## config.mk

```make
export PLATFORM = sky130hd
export DESIGN_NAME = srt4_quotient_converter_flat
export DESIGN_NICKNAME = d
export VERILOG_FILES = /design/src/rtl/srt4_pkg.sv /design/src/rtl/srt4_quotient_converter_if.sv /design/src/rtl/srt4_otf_step.sv /design/src/rtl/srt4_quotient_converter.sv /design/src/flat_wrapper.sv
export SDC_FILE = /design/constraint.sdc
export NUM_CORES = 1
export LEC_CHECK = 0
export ABC_AREA = 1
export CORE_MARGIN = 4
export CORE_UTILIZATION = 57
export DETAILED_ROUTE_END_ITERATION = 10
export PLACE_DENSITY = 0.84
export SLEW_MARGIN = 20
export SYNTH_ARGS = -nofsm -noshare
export SYNTH_HDL_FRONTEND = slang
export SYNTH_SLANG_ARGS = --single-unit
```

## constraint.sdc

```tcl
create_clock -name clk -period 2.19 [get_ports clk]
set_clock_uncertainty 0.1 [all_clocks]
set_input_delay 0.438 -clock clk [delete_from_list [all_inputs] [get_ports clk]]
set_output_delay 0.438 -clock clk [all_outputs]
set_load 0.01 [all_outputs]
```

## src/rtl/srt4_pkg.sv

```systemverilog
// Shared definitions for the SRT-4 on-the-fly quotient converter.
// Holds the signed-digit codes produced by the SRT-4 quotient selection
// table, the datapath sizes and the converter FSM state type.
package srt4_pkg;

    localparam int NDIGITS = 4;
    localparam int QW      = 8;
    localparam int CW      = $clog2(NDIGITS);

    // Signed-digit codes: bit 2 is the sign, bits 1:0 the magnitude.
    localparam logic [2:0] D0  = 3'b000;
    localparam logic [2:0] DP1 = 3'b001;
    localparam logic [2:0] DP2 = 3'b010;
    localparam logic [2:0] DN1 = 3'b101;
    localparam logic [2:0] DN2 = 3'b110;

    typedef enum logic [1:0] {
        S_IDLE  = 2'd0,
        S_ACCUM = 2'd1,
        S_FINAL = 2'd2,
        S_DONE  = 2'd3
    } state_t;

endpackage

```

## src/rtl/srt4_quotient_converter_if.sv

```systemverilog
// Handshake bundle between a divider core (master) and the quotient
// converter (slave).
//   start        : begin a conversion (honoured only when idle)
//   digit_valid  : digit holds a quotient digit
//   digit        : signed-digit code
//   digit_ready  : converter accepts digits (ACCUM only)
//   sign_valid   : neg_rem holds the final remainder sign
//   neg_rem      : final remainder negative, quotient must be decremented
//   quotient     : corrected quotient
//   busy/done/err: status; state is a debug view of the FSM
//
// Handshake rule: a digit transfers on a rising edge where
// digit_valid && digit_ready; the sign transfers on a rising edge where
// sign_valid is high while the converter is in FINAL. Inputs seen at any
// other time are ignored, and a low valid simply stalls the converter.
interface srt4_quotient_converter_if;
    import srt4_pkg::*;

    logic          start;
    logic          digit_valid;
    logic [2:0]    digit;
    logic          digit_ready;
    logic          sign_valid;
    logic          neg_rem;
    logic [QW-1:0] quotient;
    logic          busy;
    logic          done;
    logic          err;
    state_t        state;

    modport master (
        output start, digit_valid, digit, sign_valid, neg_rem,
        input  digit_ready, quotient, busy, done, err, state
    );

    modport slave (
        input  start, digit_valid, digit, sign_valid, neg_rem,
        output digit_ready, quotient, busy, done, err, state
    );

endinterface

```

## src/rtl/srt4_otf_step.sv

```systemverilog
// One on-the-fly conversion step. Given the current pair Q / QM (QM = Q-1)
// and a signed quotient digit, produces the pair after appending the digit.
// Ports:
//   q, qm    : current conversion registers
//   digit    : signed-digit code
//   q_next   : Q after the digit
//   qm_next  : QM after the digit
//   illegal  : digit code is not one of the five legal codes
module srt4_otf_step
    import srt4_pkg::*;
(
    input  logic [QW-1:0] q,
    input  logic [QW-1:0] qm,
    input  logic [2:0]    digit,
    output logic [QW-1:0] q_next,
    output logic [QW-1:0] qm_next,
    output logic          illegal
);

    // Negative digits borrow from QM so no carry chain is ever needed;
    // an illegal code is appended as digit 0.
    always_comb begin
        q_next  = {q[QW-3:0], 2'b00};
        qm_next = {qm[QW-3:0], 2'b11};
        illegal = 1'b0;
        case (digit)
            D0: ;
            DP1: begin
                q_next  = {q[QW-3:0], 2'b01};
                qm_next = {q[QW-3:0], 2'b00};
            end
            DP2: begin
                q_next  = {q[QW-3:0], 2'b10};
                qm_next = {q[QW-3:0], 2'b01};
            end
            DN1: begin
                q_next  = {qm[QW-3:0], 2'b11};
                qm_next = {qm[QW-3:0], 2'b10};
            end
            DN2: begin
                q_next  = {qm[QW-3:0], 2'b10};
                qm_next = {qm[QW-3:0], 2'b01};
            end
            default: illegal = 1'b1;
        endcase
    end

endmodule

```

## src/rtl/srt4_quotient_converter.sv

```systemverilog
// SRT-4 quotient converter: accumulates four radix-4 signed digits into a
// binary quotient with on-the-fly conversion, then applies the final
// remainder-sign correction by choosing QM (= Q-1) when the remainder is
// negative.
// Ports:
//   clk  : rising-edge clock
//   rst  : synchronous active-high reset
//   bus  : slave side of srt4_quotient_converter_if
module srt4_quotient_converter
    import srt4_pkg::*;
(
    input  logic                          clk,
    input  logic                          rst,
    srt4_quotient_converter_if.slave      bus
);

    state_t        state, state_next;
    logic [CW-1:0] count;
    logic [QW-1:0] q, qm, quotient_r;
    logic [QW-1:0] q_step, qm_step;
    logic          step_illegal;
    logic          err_r;

    logic start_acc, digit_acc, sign_acc, last_digit;

    assign start_acc  = bus.start       && (state == S_IDLE);
    assign digit_acc  = bus.digit_valid && (state == S_ACCUM);
    assign sign_acc   = bus.sign_valid  && (state == S_FINAL);
    assign last_digit = (count == CW'(NDIGITS - 1));

    srt4_otf_step u_step (
        .q       (q),
        .qm      (qm),
        .digit   (bus.digit),
        .q_next  (q_step),
        .qm_next (qm_step),
        .illegal (step_illegal)
    );

    always_ff @(posedge clk) begin
        if (rst) state <= S_IDLE;
        else     state <= state_next;
    end

    always_comb begin
        state_next = state;
        case (state)
            S_IDLE:  if (start_acc)               state_next = S_ACCUM;
            S_ACCUM: if (digit_acc && last_digit) state_next = S_FINAL;
            S_FINAL: if (sign_acc)                state_next = S_DONE;
            S_DONE:                               state_next = S_IDLE;
            default:                              state_next = S_IDLE;
        endcase
    end

    always_ff @(posedge clk) begin
        if (rst) begin
            q          <= '0;
            qm         <= '1;
            count      <= '0;
            err_r      <= 1'b0;
            quotient_r <= '0;
        end else begin
            if (start_acc) begin
                q     <= '0;
                qm    <= '1;
                count <= '0;
                err_r <= 1'b0;
            end
            if (digit_acc) begin
                q     <= q_step;
                qm    <= qm_step;
                count <= count + CW'(1);
                if (step_illegal) err_r <= 1'b1;
            end
            if (sign_acc) quotient_r <= bus.neg_rem ? qm : q;
        end
    end

    // Every output is a register or a decode of the state register.
    assign bus.digit_ready = (state == S_ACCUM);
    assign bus.busy        = (state != S_IDLE);
    assign bus.done        = (state == S_DONE);
    assign bus.err         = err_r;
    assign bus.quotient    = quotient_r;
    assign bus.state       = state;

endmodule

```

## src/flat_wrapper.sv

```systemverilog
// flat-port wrapper written by rule: the top's interface ports become plain ports
module srt4_quotient_converter_flat import srt4_pkg::*;
  (clk, rst, bus_start, bus_digit_valid, bus_digit, bus_sign_valid, bus_neg_rem, bus_digit_ready, bus_quotient, bus_busy, bus_done, bus_err, bus_state);
  srt4_quotient_converter_if bus_i ();
  input  logic clk;
  input  logic rst;
  input wire logic [$bits(bus_i.start)-1:0] bus_start;
  input wire logic [$bits(bus_i.digit_valid)-1:0] bus_digit_valid;
  input wire logic [$bits(bus_i.digit)-1:0] bus_digit;
  input wire logic [$bits(bus_i.sign_valid)-1:0] bus_sign_valid;
  input wire logic [$bits(bus_i.neg_rem)-1:0] bus_neg_rem;
  output wire logic [$bits(bus_i.digit_ready)-1:0] bus_digit_ready;
  output wire logic [$bits(bus_i.quotient)-1:0] bus_quotient;
  output wire logic [$bits(bus_i.busy)-1:0] bus_busy;
  output wire logic [$bits(bus_i.done)-1:0] bus_done;
  output wire logic [$bits(bus_i.err)-1:0] bus_err;
  output wire logic [$bits(bus_i.state)-1:0] bus_state;
  assign bus_i.start = bus_start;
  assign bus_i.digit_valid = bus_digit_valid;
  assign bus_i.digit = bus_digit;
  assign bus_i.sign_valid = bus_sign_valid;
  assign bus_i.neg_rem = bus_neg_rem;
  assign bus_digit_ready = bus_i.digit_ready;
  assign bus_quotient = bus_i.quotient;
  assign bus_busy = bus_i.busy;
  assign bus_done = bus_i.done;
  assign bus_err = bus_i.err;
  assign bus_state = bus_i.state;
  srt4_quotient_converter u_core (.clk(clk), .rst(rst), .bus(bus_i));
endmodule
```

=== Word-level counts from Yosys, hierarchy flattened ===
Index checks and enable logic that the tools add are counted.

* Multiplexer cells: 16
* Eq/ne operators: 11
* Reduce and logical (&&, ||, !) cells: 10
* Add/subtract/negate cells: 1

{| class="wikitable"
|+ Operator list
! cell !! number
|-
| one-hot mux 8 bit (4 select lines) || 2
|-
| 2-to-1 mux 8 bit || 5
|-
| 2-to-1 mux 2 bit || 5
|-
| one-hot mux 2 bit (4 select lines) || 1
|-
| equality test 2 bit (second input constant) || 3
|-
| equality test 3 bit (second input constant) || 2
|-
| != test 2 x 1 -> 1 bit (second input constant) || 3
|-
| OR reduction 5 bit || 1
|-
| logical AND 1 bit || 4
|-
| nonzero test 2 bit || 2
|-
| equality test 3 x 1 -> 1 bit (second input constant) || 1
|-
| equality test 3 x 2 -> 1 bit (second input constant) || 1
|-
| logical NOT 3 bit || 1
|-
| 2-to-1 mux 1 bit || 3
|-
| AND reduction 3 bit || 1
|-
| adder 2 x 1 -> 2 bit (second input constant) || 1
|-
| equality test 2 x 1 -> 1 bit (second input constant) || 1
|-
| logical NOT 2 bit || 1
|}

* Input bits: 9
* Word-level logic and storage cells: 44
* Output and inout bits: 14
* Register bits: 29

=== Logic depth before layout (Yosys ltp) ===
* Word-level depth: 5
* Mapped depth: 9
* Mapped depth without buffers: 9

=== Modules after synthesis ===
A second synthesis with hierarchy kept.

* Cell total of the unflattened synthesis: 209
* Area, all modules: 1,508.9 um^2

{| class="wikitable"
|+ By module, submodules not included
! module !! cells each !! times used !! area an instance (um^2) !! seq. area each (um^2)
|-
| srt4_quotient_converter || 158 || 1 || 1,270.0 || 580.6
|-
| srt4_otf_step || 51 || 1 || 239.0 || 0.0
|}

=== Worst setup path after synthesis ===
Ideal clock, no wire load.

* Path kind: register to register
* Start: reg u_core.state[0] (netlist: u_core.bus.state[0])
* End: reg u_core.quotient_r[0] (netlist: u_core.bus.quotient[0])
* Arrival time: 1,304 ps
* Path buffers: 0
* Cell stages (with the launch flop): 7
* Library setup time: 117 ps
* Slack: 670 ps
* Data required time: 1,973 ps
* Period minus slack after synthesis: 1,520 ps
* Path through: dfxtp_1 inv_1 ha_1 nand2_1 clkinv_1 o211ai_1 inv_1

* Longest elaborated chain between the ends: 2

{| class="wikitable"
|+ Ends and longest elaborated chain
! item !! line !! text
|-
| from (decl) || srt4_quotient_converter.sv:17 || <nowiki>state_t state, state_next;</nowiki>
|-
| from (signal assigned) || srt4_quotient_converter.sv:42 || <nowiki>else state <= state_next;</nowiki>
|-
| equality test 2 bit || srt4_quotient_converter.sv:28 || <nowiki>assign sign_acc = bus.sign_valid && (state == S_FINAL);</nowiki>
|-
| logical AND 1 bit || srt4_quotient_converter.sv:28 ||
|-
| to (signal assigned) || srt4_quotient_converter.sv:76 || <nowiki>if (sign_acc) quotient_r <= bus.neg_rem ? qm : q;</nowiki>
|-
| to (decl) || srt4_quotient_converter.sv:19 || <nowiki>logic [QW-1:0] q, qm, quotient_r;</nowiki>
|}

Every way passes these cells.
A chain may end at the register's enable or synchronous reset.

=== Worst setup path in the final report ===
* Start: reg u_core.state[1] (netlist: u_core.bus.state[1])
* End: out bus_digit_ready

* Longest elaborated chain between the ends: 1

{| class="wikitable"
|+ Ends and longest elaborated chain
! item !! line !! text
|-
| equality test 2 x 1 -> 1 bit || srt4_quotient_converter.sv:81 || <nowiki>assign bus.digit_ready = (state == S_ACCUM);</nowiki>
|-
| to (decl) || flat_wrapper.sv:12 || <nowiki>output wire logic [$bits(bus_i.digit_ready)-1:0] bus_digit_ready;</nowiki>
|}

Every way passes these cells.

==> impl_metrics.toml <==
[run_status]
status = "finished, final reports clean"

[logic_synthesis]
synth_xor_area_share_pct = 0
synth-seq-cells = 29
synth-simple-area-share_pct = 21.4
synth_area_leaders = "dfxtp_1 (37%), nand2_1 (13%), a21oi_1 (9.9%)"
syn_nets = 245
yosysTopAreaCell = "dfxtp_1"
yosys_warnings = 0
yosysSeqAreaShare_pct = 37.0
synth-adder-area-share_pct = 7.18
syn_area_um2 = 1570
synth_top_family_by_area = "simple AND/OR/NAND/NOR gates"
synth_top_area_share_pct = 37.0
synth_mux_area_share_pct = 0
avgSynthCellArea_um2 = 6.91
syn-instance-count = 227
synth_compound_area_share_pct = 21.3
synthDistinctLibCells = 20

[routing]
drt_wl_total_mm = 3.69
drtIter0Drc = 63
post-route-drc-count = 0
drtAntennaViolNets = 0
vias = 1521
firstDrtPassIters = 4
routedWlPerCell_um = 13.1
viasPerCell = 5.39

[floorplanning]
coreArea_um2 = 2540
io_pins = 23
start_util_pct = 61.7
rows = 18
dieArea_um2 = 3660
fp.dieW_um = 60.5
die_h_um = 60.5

[clock_tree]
cts.sinks = 29
cts_max_level = 2
cts_inserted_buffers = 5
insertion_delay_ns = 0.32
cts_max_path_buffers = 2
clk_pin_slew_ns = 0.09
root_buffer = "clkbuf_4"
cts_tree = "done"

[global_route]
grtUsageMet3_pct = 5.96
overflow = 0
use_met2_pct = 39.2
grt_pass1_wl_mm = 6.26
antenna_found_initial = 0
first_global_vias = 1445
grtUsageMet1_pct = 27.2
grt.total_usage_pct = 23.2
grt_max_degree = 18
busiest_layer = "met2"

[timing]
fmax_mhz = 478
fin_ws_ns = 0.0979
final_max_slew_viol_count = 0
fin_crit_sh_pct = 95.5
tightest_slew_ns = 0.521
layout_min_cycle_time_ns = 2.09
finalHoldViolCount = 0
relSlewSlack_pct = 65.2
finalSetupViolCount = 0
grt_setup_unrepaired = "no"
setup-tns-final_ns = 0

[cells_and_area]
diodes = 0
fill_cells = 225
drive_gt1_share_pct = 7.54
syn_to_final_growth_pct = 18.7
final_core_util_pct = 73.2
final_net_count = 270

[critical_path]
critPathLaunch = "u_core.bus.state[1]"
path_max_fanout = 4
crit_path_max_incr_delay_ns = 0.56
setup.worst_path.start_class = "flip-flop"
cp_slowest_cell = "clkdlybuf4s50_1"
worstPathCellList = "inv_1, ha_1, clkdlybuf4s50_1"
arrival_ns = 1.55
reg2reg_depth = 6
r2r_slack_ns = 0.42
rr_endpoint = "u_core.bus.quotient[5]"
required_ns = 1.65
crit_type = "flip-flop to output pin"
worst_r2r_startpoint = "u_core.bus.state[0]"
endpoint_kind = "output pin"

[worst_hold_path]
hold_path_end = "u_core.count[0]"
hold_class = "flip-flop to flip-flop"
worstHoldStart = "u_core.count[0]"
min_path_cells = 1

[run]
maxCapViolations = 0

[power]
p_leak_uw = 0.000918
power.density_nw_per_um2 = 977
vdd_drop_max_v = 0.000778

[place]
dp_hpwl_mm = 2.55
pre_cts_ws_ns = 0.0224
place_congestion = 0.970
place.port_buffers = 22
-- worst max-delay path, delay by kind of cell, from the launching register on --
kind                     cells  cell delay (ns)
flip-flops                   1             0.35
adder cells (fa/ha/maj)      1             0.23
buffers and inverters        2             0.65
-- cells in the final DEF, fill, tap and decap left out, types with 2 or more instances in the layout --
cell type and n:
nor2_1 8, dfxtp_1 27, nand3_1 10, buf_4 3, clkdlybuf4s50_1 21, or2_2 2
o211ai_1 8, nand2_1 54, dfxtp_2 2, inv_1 40, ha_1 9, o21ai_0 21
a21oi_1 31, clkbuf_4 5, nand2_4 2
-- metrics by stage --
| stage | total power (µW) | hold slack, ns | std cells | instance area (µm²) |
|---|---|---|---|---|
| after CTS | 1830 | 0.370 | 282 | 1860 |
| after global placement | 1480 | 0.349 | 275 | 1800 |
| after detailed placement | 1500 | 0.357 | 275 | 1800 |
| final | 1820 | 0.364 | 282 | 1860 |
| after global routing | 1980 | 0.381 | 282 | 1860 |
| after floorplan | 1230 | 0.329 | 227 | 1570 |
-- layer usage --
metal | wire, µm | vias to the layer above
li1 | - | 774
met1 | 1590 | 689
met2 | 1770 | 45
met3 | 209 | 13
met4 | 114 | 0
met5 | 0 | -
-- final cells by class --
cell class                      count  area (µm²)  area share, %
Multi-Input combinational cell    149         782           42.0
Sequential cell                    29         583           31.3
Timing Repair Buffer               25         245           13.2
Inverter                           42         160           8.60
Clock buffer                        7        55.1           2.95
Tap cell                           30        37.5           2.01
-- synthesized netlist by cell type (all sizes together) --
cell	instances
nand2	57
inv	41
a21oi	32
dfxtp	29
o21ai	22
nand3	10
ha	9
nor2	9
o211ai	8
buf	6
or2	2
clkbuf	1
clkinv	1
-- where the power goes --
group          switching, µW  internal, µW
logic                    480           318
registers               64.7           635
clock network            172           151
-- kinds of logic (layout without fill, tap and decap cells) --
group,Yosys count,after routing
AND/OR/NAND/NOR,78,78
AO/OA/AOI/OAI,62,62
buffers and inverters,49,74
flip-flops,29,29
adder cells (fa/ha/maj),9,9
-- sequential cells by signal, indices dropped and copies added, names as in the netlist --
register,cells
u_core.bus.err,1
u_core.bus.quotient,8
u_core.bus.state,2
u_core.count,2
u_core.q,8
u_core.qm,8
-- timing repair --
item | CTS | global route
hold buffers | 0 | 0
resized for setup | 1 | 2
endpoints found under the setup margin | 1 | 2
hold endpoints to repair | 0 | 0
setup buffers | 0 | 0
-- worst max path at each step --
stage	end	slack, ns	cells after the start
finish	bus_digit_ready	0.1	3
CTS	bus_busy	0.007	4
global route	bus_digit_ready	0.002	3
global placement	u_core.q[6]	0.07	7
detailed placement	u_core.q[5]	0.02	7
floorplan	u_core.bus.quotient[0]	0.67	6
No activity file was read; power rests on OpenSTA's default activity.
